### src/rtl/decode_controller_if.sv
// Instruction-field and decode-control bundle between the ID stage and the decoder.
// The decoder sits on the slave side; the stage feeding it instruction fields is the master.
interface decode_controller_if;
    logic [6:0] opcode;
    logic [2:0] func3;
    logic [6:0] func7;
    logic       ex_alu_src;
    logic       mem_write;
    logic [2:0] mem_load_type;
    logic [1:0] mem_store_type;
    logic       wb_load;
    logic       wb_reg_file;
    logic       invalid_inst;
    logic       illegal_sticky;

    modport master (
        output opcode, func3, func7,
        input  ex_alu_src, mem_write, mem_load_type, mem_store_type,
        input  wb_load, wb_reg_file, invalid_inst, illegal_sticky
    );

    modport slave (
        input  opcode, func3, func7,
        output ex_alu_src, mem_write, mem_load_type, mem_store_type,
        output wb_load, wb_reg_file, invalid_inst, illegal_sticky
    );
endinterface

### src/rtl/decode_controller.sv
// RV32I ID-stage control decoder: combinational EX/MEM/WB control bits plus a
// sticky illegal-instruction flag that feeds the trap logic.
module decode_controller (
    input  logic                clk,
    input  logic                rst,
    decode_controller_if.slave  dec
);

    localparam logic [1:0] STORE_SB   = 2'b00;
    localparam logic [1:0] STORE_SH   = 2'b01;
    localparam logic [1:0] STORE_SW   = 2'b10;
    localparam logic [1:0] STORE_NONE = 2'b11;

    localparam logic [2:0] LOAD_LB    = 3'b000;
    localparam logic [2:0] LOAD_LH    = 3'b001;
    localparam logic [2:0] LOAD_LW    = 3'b010;
    localparam logic [2:0] LOAD_LBU   = 3'b100;
    localparam logic [2:0] LOAD_LHU   = 3'b101;
    localparam logic [2:0] LOAD_NONE  = 3'b111;

    localparam logic [6:0] OP_R      = 7'b0110011;
    localparam logic [6:0] OP_I_ALU  = 7'b0010011;
    localparam logic [6:0] OP_LOAD   = 7'b0000011;
    localparam logic [6:0] OP_STORE  = 7'b0100011;
    localparam logic [6:0] OP_BRANCH = 7'b1100011;
    localparam logic [6:0] OP_JAL    = 7'b1101111;
    localparam logic [6:0] OP_JALR   = 7'b1100111;
    localparam logic [6:0] OP_AUIPC  = 7'b0010111;
    localparam logic [6:0] OP_LUI    = 7'b0110111;

    localparam logic [6:0] F7_BASE = 7'b0000000;
    localparam logic [6:0] F7_ALT  = 7'b0100000;

    logic       alu_src;
    logic       mem_wr;
    logic [2:0] load_type;
    logic [1:0] store_type;
    logic       wb_ld;
    logic       reg_wr;
    logic       legal;

    logic       illegal_sticky_q;
    logic       illegal_sticky_d;

    always_comb begin
        alu_src    = 1'b0;
        mem_wr     = 1'b0;
        load_type  = LOAD_NONE;
        store_type = STORE_NONE;
        wb_ld      = 1'b0;
        reg_wr     = 1'b0;
        legal      = 1'b1;

        unique case (dec.opcode)
            OP_R: begin
                reg_wr = 1'b1;
                legal  = (dec.func7 == F7_BASE) ||
                         ((dec.func7 == F7_ALT) &&
                          ((dec.func3 == 3'b000) || (dec.func3 == 3'b101)));
            end
            OP_I_ALU: begin
                alu_src = 1'b1;
                reg_wr  = 1'b1;
                if (dec.func3 == 3'b001)
                    legal = (dec.func7 == F7_BASE);
                else if (dec.func3 == 3'b101)
                    legal = (dec.func7 == F7_BASE) || (dec.func7 == F7_ALT);
            end
            OP_LOAD: begin
                alu_src   = 1'b1;
                wb_ld     = 1'b1;
                reg_wr    = 1'b1;
                load_type = dec.func3;
                case (dec.func3)
                    LOAD_LB, LOAD_LH, LOAD_LW, LOAD_LBU, LOAD_LHU: legal = 1'b1;
                    default:                                     legal = 1'b0;
                endcase
            end
            OP_STORE: begin
                alu_src = 1'b1;
                mem_wr  = 1'b1;
                case (dec.func3)
                    3'b000:  store_type = STORE_SB;
                    3'b001:  store_type = STORE_SH;
                    3'b010:  store_type = STORE_SW;
                    default: legal      = 1'b0;
                endcase
            end
            OP_BRANCH: begin
                legal = (dec.func3 != 3'b010) && (dec.func3 != 3'b011);
            end
            OP_JALR: begin
                alu_src = 1'b1;
                reg_wr  = 1'b1;
                legal   = (dec.func3 == 3'b000);
            end
            OP_JAL, OP_AUIPC, OP_LUI: begin
                alu_src = 1'b1;
                reg_wr  = 1'b1;
            end
            default: legal = 1'b0;
        endcase
    end

    // An illegal encoding must not reach EX/MEM/WB with any side effect.
    always_comb begin
        dec.ex_alu_src     = legal ? alu_src    : 1'b0;
        dec.mem_write      = legal ? mem_wr     : 1'b0;
        dec.mem_load_type  = legal ? load_type  : LOAD_NONE;
        dec.mem_store_type = legal ? store_type : STORE_NONE;
        dec.wb_load        = legal ? wb_ld      : 1'b0;
        dec.wb_reg_file    = legal ? reg_wr     : 1'b0;
        dec.invalid_inst   = ~legal;
    end

    assign illegal_sticky_d = illegal_sticky_q | ~legal;

    always_ff @(posedge clk or posedge rst) begin
        if (rst)
            illegal_sticky_q <= 1'b0;
        else
            illegal_sticky_q <= illegal_sticky_d;
    end

    assign dec.illegal_sticky = illegal_sticky_q;

endmodule

### src/flat_wrapper.sv
// flat-port wrapper written by rule: the top's interface ports become plain ports
module decode_controller_flat 
  (clk, rst, dec_opcode, dec_func3, dec_func7, dec_ex_alu_src, dec_mem_write, dec_mem_load_type, dec_mem_store_type, dec_wb_load, dec_wb_reg_file, dec_invalid_inst, dec_illegal_sticky);
  decode_controller_if dec_i ();
  input  logic clk;
  input  logic rst;
  input wire logic [$bits(dec_i.opcode)-1:0] dec_opcode;
  input wire logic [$bits(dec_i.func3)-1:0] dec_func3;
  input wire logic [$bits(dec_i.func7)-1:0] dec_func7;
  output wire logic [$bits(dec_i.ex_alu_src)-1:0] dec_ex_alu_src;
  output wire logic [$bits(dec_i.mem_write)-1:0] dec_mem_write;
  output wire logic [$bits(dec_i.mem_load_type)-1:0] dec_mem_load_type;
  output wire logic [$bits(dec_i.mem_store_type)-1:0] dec_mem_store_type;
  output wire logic [$bits(dec_i.wb_load)-1:0] dec_wb_load;
  output wire logic [$bits(dec_i.wb_reg_file)-1:0] dec_wb_reg_file;
  output wire logic [$bits(dec_i.invalid_inst)-1:0] dec_invalid_inst;
  output wire logic [$bits(dec_i.illegal_sticky)-1:0] dec_illegal_sticky;
  assign dec_i.opcode = dec_opcode;
  assign dec_i.func3 = dec_func3;
  assign dec_i.func7 = dec_func7;
  assign dec_ex_alu_src = dec_i.ex_alu_src;
  assign dec_mem_write = dec_i.mem_write;
  assign dec_mem_load_type = dec_i.mem_load_type;
  assign dec_mem_store_type = dec_i.mem_store_type;
  assign dec_wb_load = dec_i.wb_load;
  assign dec_wb_reg_file = dec_i.wb_reg_file;
  assign dec_invalid_inst = dec_i.invalid_inst;
  assign dec_illegal_sticky = dec_i.illegal_sticky;
  decode_controller u_core (.clk(clk), .rst(rst), .dec(dec_i));
endmodule
### config.mk
export PLATFORM = sky130hd
export DESIGN_NAME = decode_controller_flat
export DESIGN_NICKNAME = d
export VERILOG_FILES = /design/src/rtl/decode_controller_if.sv /design/src/rtl/decode_controller.sv /design/src/flat_wrapper.sv
export SDC_FILE = /design/constraint.sdc
export NUM_CORES = 1
export LEC_CHECK = 0
export ABC_AREA = 1
export CAP_MARGIN = 10
export CORE_MARGIN = 8
export CORE_UTILIZATION = 28
export DETAILED_ROUTE_END_ITERATION = 16
export PLACE_DENSITY = 0.74
export SYNTH_ARGS = -nofsm -noshare
export SYNTH_HDL_FRONTEND = slang
export SYNTH_SLANG_ARGS = --single-unit
### constraint.sdc
create_clock -name clk -period 1 [get_ports clk]
set_input_delay 0.2 -clock clk [delete_from_list [all_inputs] [get_ports clk]]
set_output_delay 0.2 -clock clk [all_outputs]
set_load 0.01 [all_outputs]
==> flow_summary.ini <==
[route]
wire_per_inst_um = 12.2
drtAntennaViolNets = 0
drc_errors = 0
firstDrtPassIters = 4
vias = 611
drt_iter0_markers = 3
drt-total-wl_um = 1670
via_per_inst = 4.46

[sta]
whs_ps = 345
hold_viol_final = 0
rsz0062_at_grt = yes
fin_skew_ps = 0
drv_slew = 0
setup_viol = 11
finalCriticalPeriod_ps = 1310
slew_headroom_pct = 89.1
setup_slack_ps = -305
fmax_ghz = 0.766
worst_pin_slew_ps = 163
finalCritPeriodShare_pct = 131

[worst_hold_path]
hold_path.class = input port to asynchronous set/reset pin

[setup_path]
path_cells = buf_12 -> inv_12 -> nand2_4 -> nor2_4 -> nand3_2 -> buf_6 -> or2_4 -> buf_6
path_common_cell = buf_6
crit_fanout = 3
required_ps = 800
arrival_ps = 1110
worst-setup-path-type = input port to primary output
worst_path_largest_cell_delay_ps = 220
crit_path_end_kind = primary output
worst_path_max_delay_cell = or2_4
startpoint_type = input port

[floorplan]
die_h_um = 52.1
core_area_sq_mm = 0.00125
ios = 30
start_util_pct = 29.1
die-area_sq_mm = 0.00271
rows = 13
chipWidth_um = 52.1

[synth]
seq_area_frac_synth_pct = 6.87
synthCells = 78
syn-num-nets = 97
avgSynthCellArea_sq_um = 4.67
yosys_warnings = 0
synth_area_sq_um = 364
synth_cell_types = 13
ys_ff_latch = 1

[job]
cap_viol_max_count = 0

[clock_network]
clk_pin_slew_ps = 0
clock_latency_ps = 0

[final_layout]
diodes = 0
fin_util_pct = 76.1
nets = 143
largest_reg_flops = 1
drive_gt1_share_pct = 67.2
multi_input_area_sq_um = 428
seqCellArea_sq_um = 25.0
area_delta_synth_final_pct = 162
nFillCells = 98

[grt]
first_global_vias = 615
overflow = 0
grt_pass1_wl_um = 2620
antenna_found_initial = 0
grtUsageTotal_pct = 11.8
grt_max_degree = 5

[power_and_ir_drop]
ir_drop_uv = 192
p_per_area_mw_per_mm2 = 303
p_leak_nw = 0.488

[placement]
numPortBuffers = 29
place_congestion = 0.855
dp_hpwl_um = 1240

[run_status]
violations = setup timing
status = complete, but fails checks
==> cells in the final DEF, fill, tap and decap left out <==
cell	n
dfrtp_1	1
dlygate4sd2_1	2
nand2_4	4
buf_4	15
inv_2	4
o21ai_1	1
clkdlybuf4s50_1	1
nand4_1	2
nand3_2	3
clkinv_4	1
clkdlybuf4s15_1	2
nand3_1	3
nor2_4	12
buf_8	2
or2_4	1
nor2_1	5
clkbuf_2	4
nand2_1	14
inv_8	1
nor2_2	4
buf_6	12
inv_12	1
inv_1	9
inv_4	1
nand2_2	10
buf_12	1
buf_2	5
nand3_4	1
==> repair_timing <==
item                       in CTS  in global routing
setup buffers                   1                  0
resized for setup             140                 28
setup endpoints to repair      12                 11
hold buffers                    0                  0
pin swaps                      25                 15
==> layer usage <==
layer  vias up  GRT usage, %  part of all wire (%)
met5         -             0                     0
met4         0             0                     0
met3         0          1.99                   5.3
met2        17          25.4                    61
met1       273          11.5                    34
li1        321             -                     -
==> cell type report <==
class                   count  share of cell area, %
multi-input cells          60                   44.9
repair buffers             44                   40.9
inverters                  17                   9.58
flip-flops and latches      1                   2.62
well taps                  15                   1.97
==> where the power goes <==
part	total (mW)	switching, mW	internal (mW)
clock	0	0	0
combinational	0.247	0.122	0.125
sequential	0.0412	0	0.0412
==> cells in the mapped netlist <==
cell type,instances,area [sq um]
dfrtp_1,1,25.0
inv_2,1,3.75
nor2_2,3,18.8
o21ai_0,1,5.00
nor2_4,2,22.5
inv_1,16,60.1
nand4_1,2,12.5
nand3_2,1,10.0
nand3_1,6,30.0
or2_2,1,6.26
nand2_2,2,12.5
nor2_1,16,60.1
nand2_1,26,97.6
==> final timing paths <==
path / startpoint / end / slack, ps / cells past startpoint
worst max-delay path: dec_opcode[3] / dec_mem_load_type[0] / -310 / 8
worst min-delay path: rst / u_core.dec.illegal_sticky / 340 / 2
max in group asynchronous: rst / u_core.dec.illegal_sticky / 560 / 2
worst min register to register: u_core.dec.illegal_sticky / u_core.dec.illegal_sticky / 450 / 2
worst max register to register: u_core.dec.illegal_sticky / u_core.dec.illegal_sticky / 430 / 2
min in group clk: u_core.dec.illegal_sticky / u_core.dec.illegal_sticky / 450 / 2
==> metrics by stage <==
stage                     total power, mW  setup TNS [ps]  instance area [sq um]  setup slack (ps)  instances
after floorplan                     0.114            -184                    407             -80.6         78
final                               0.288           -2460                    953              -305        137
after CTS                           0.272           -2290                    891              -287        137
after global routing                0.310           -3060                    953              -370        137
after global placement              0.243          -11990                    821             -1220        136
after detailed placement            0.245          -12120                    821             -1240        136
==> worst max-delay path, delay by kind of cell <==
kind,cells,cell delay (ps)
buffers and inverters,4,410
and+or+nand+nor,4,500
==> cells by family (layout without fill, tap and decap cells) <==
kind of cell	Yosys count	after routing	share of synthesized area, %
DFF	1	1	6.87
and+or+nand+nor	59	59	74.2
AOI/OAI and AO/OA	1	1	1.37
buffers and inverters	17	61	17.5
Power figures use the tool's default switching activity.
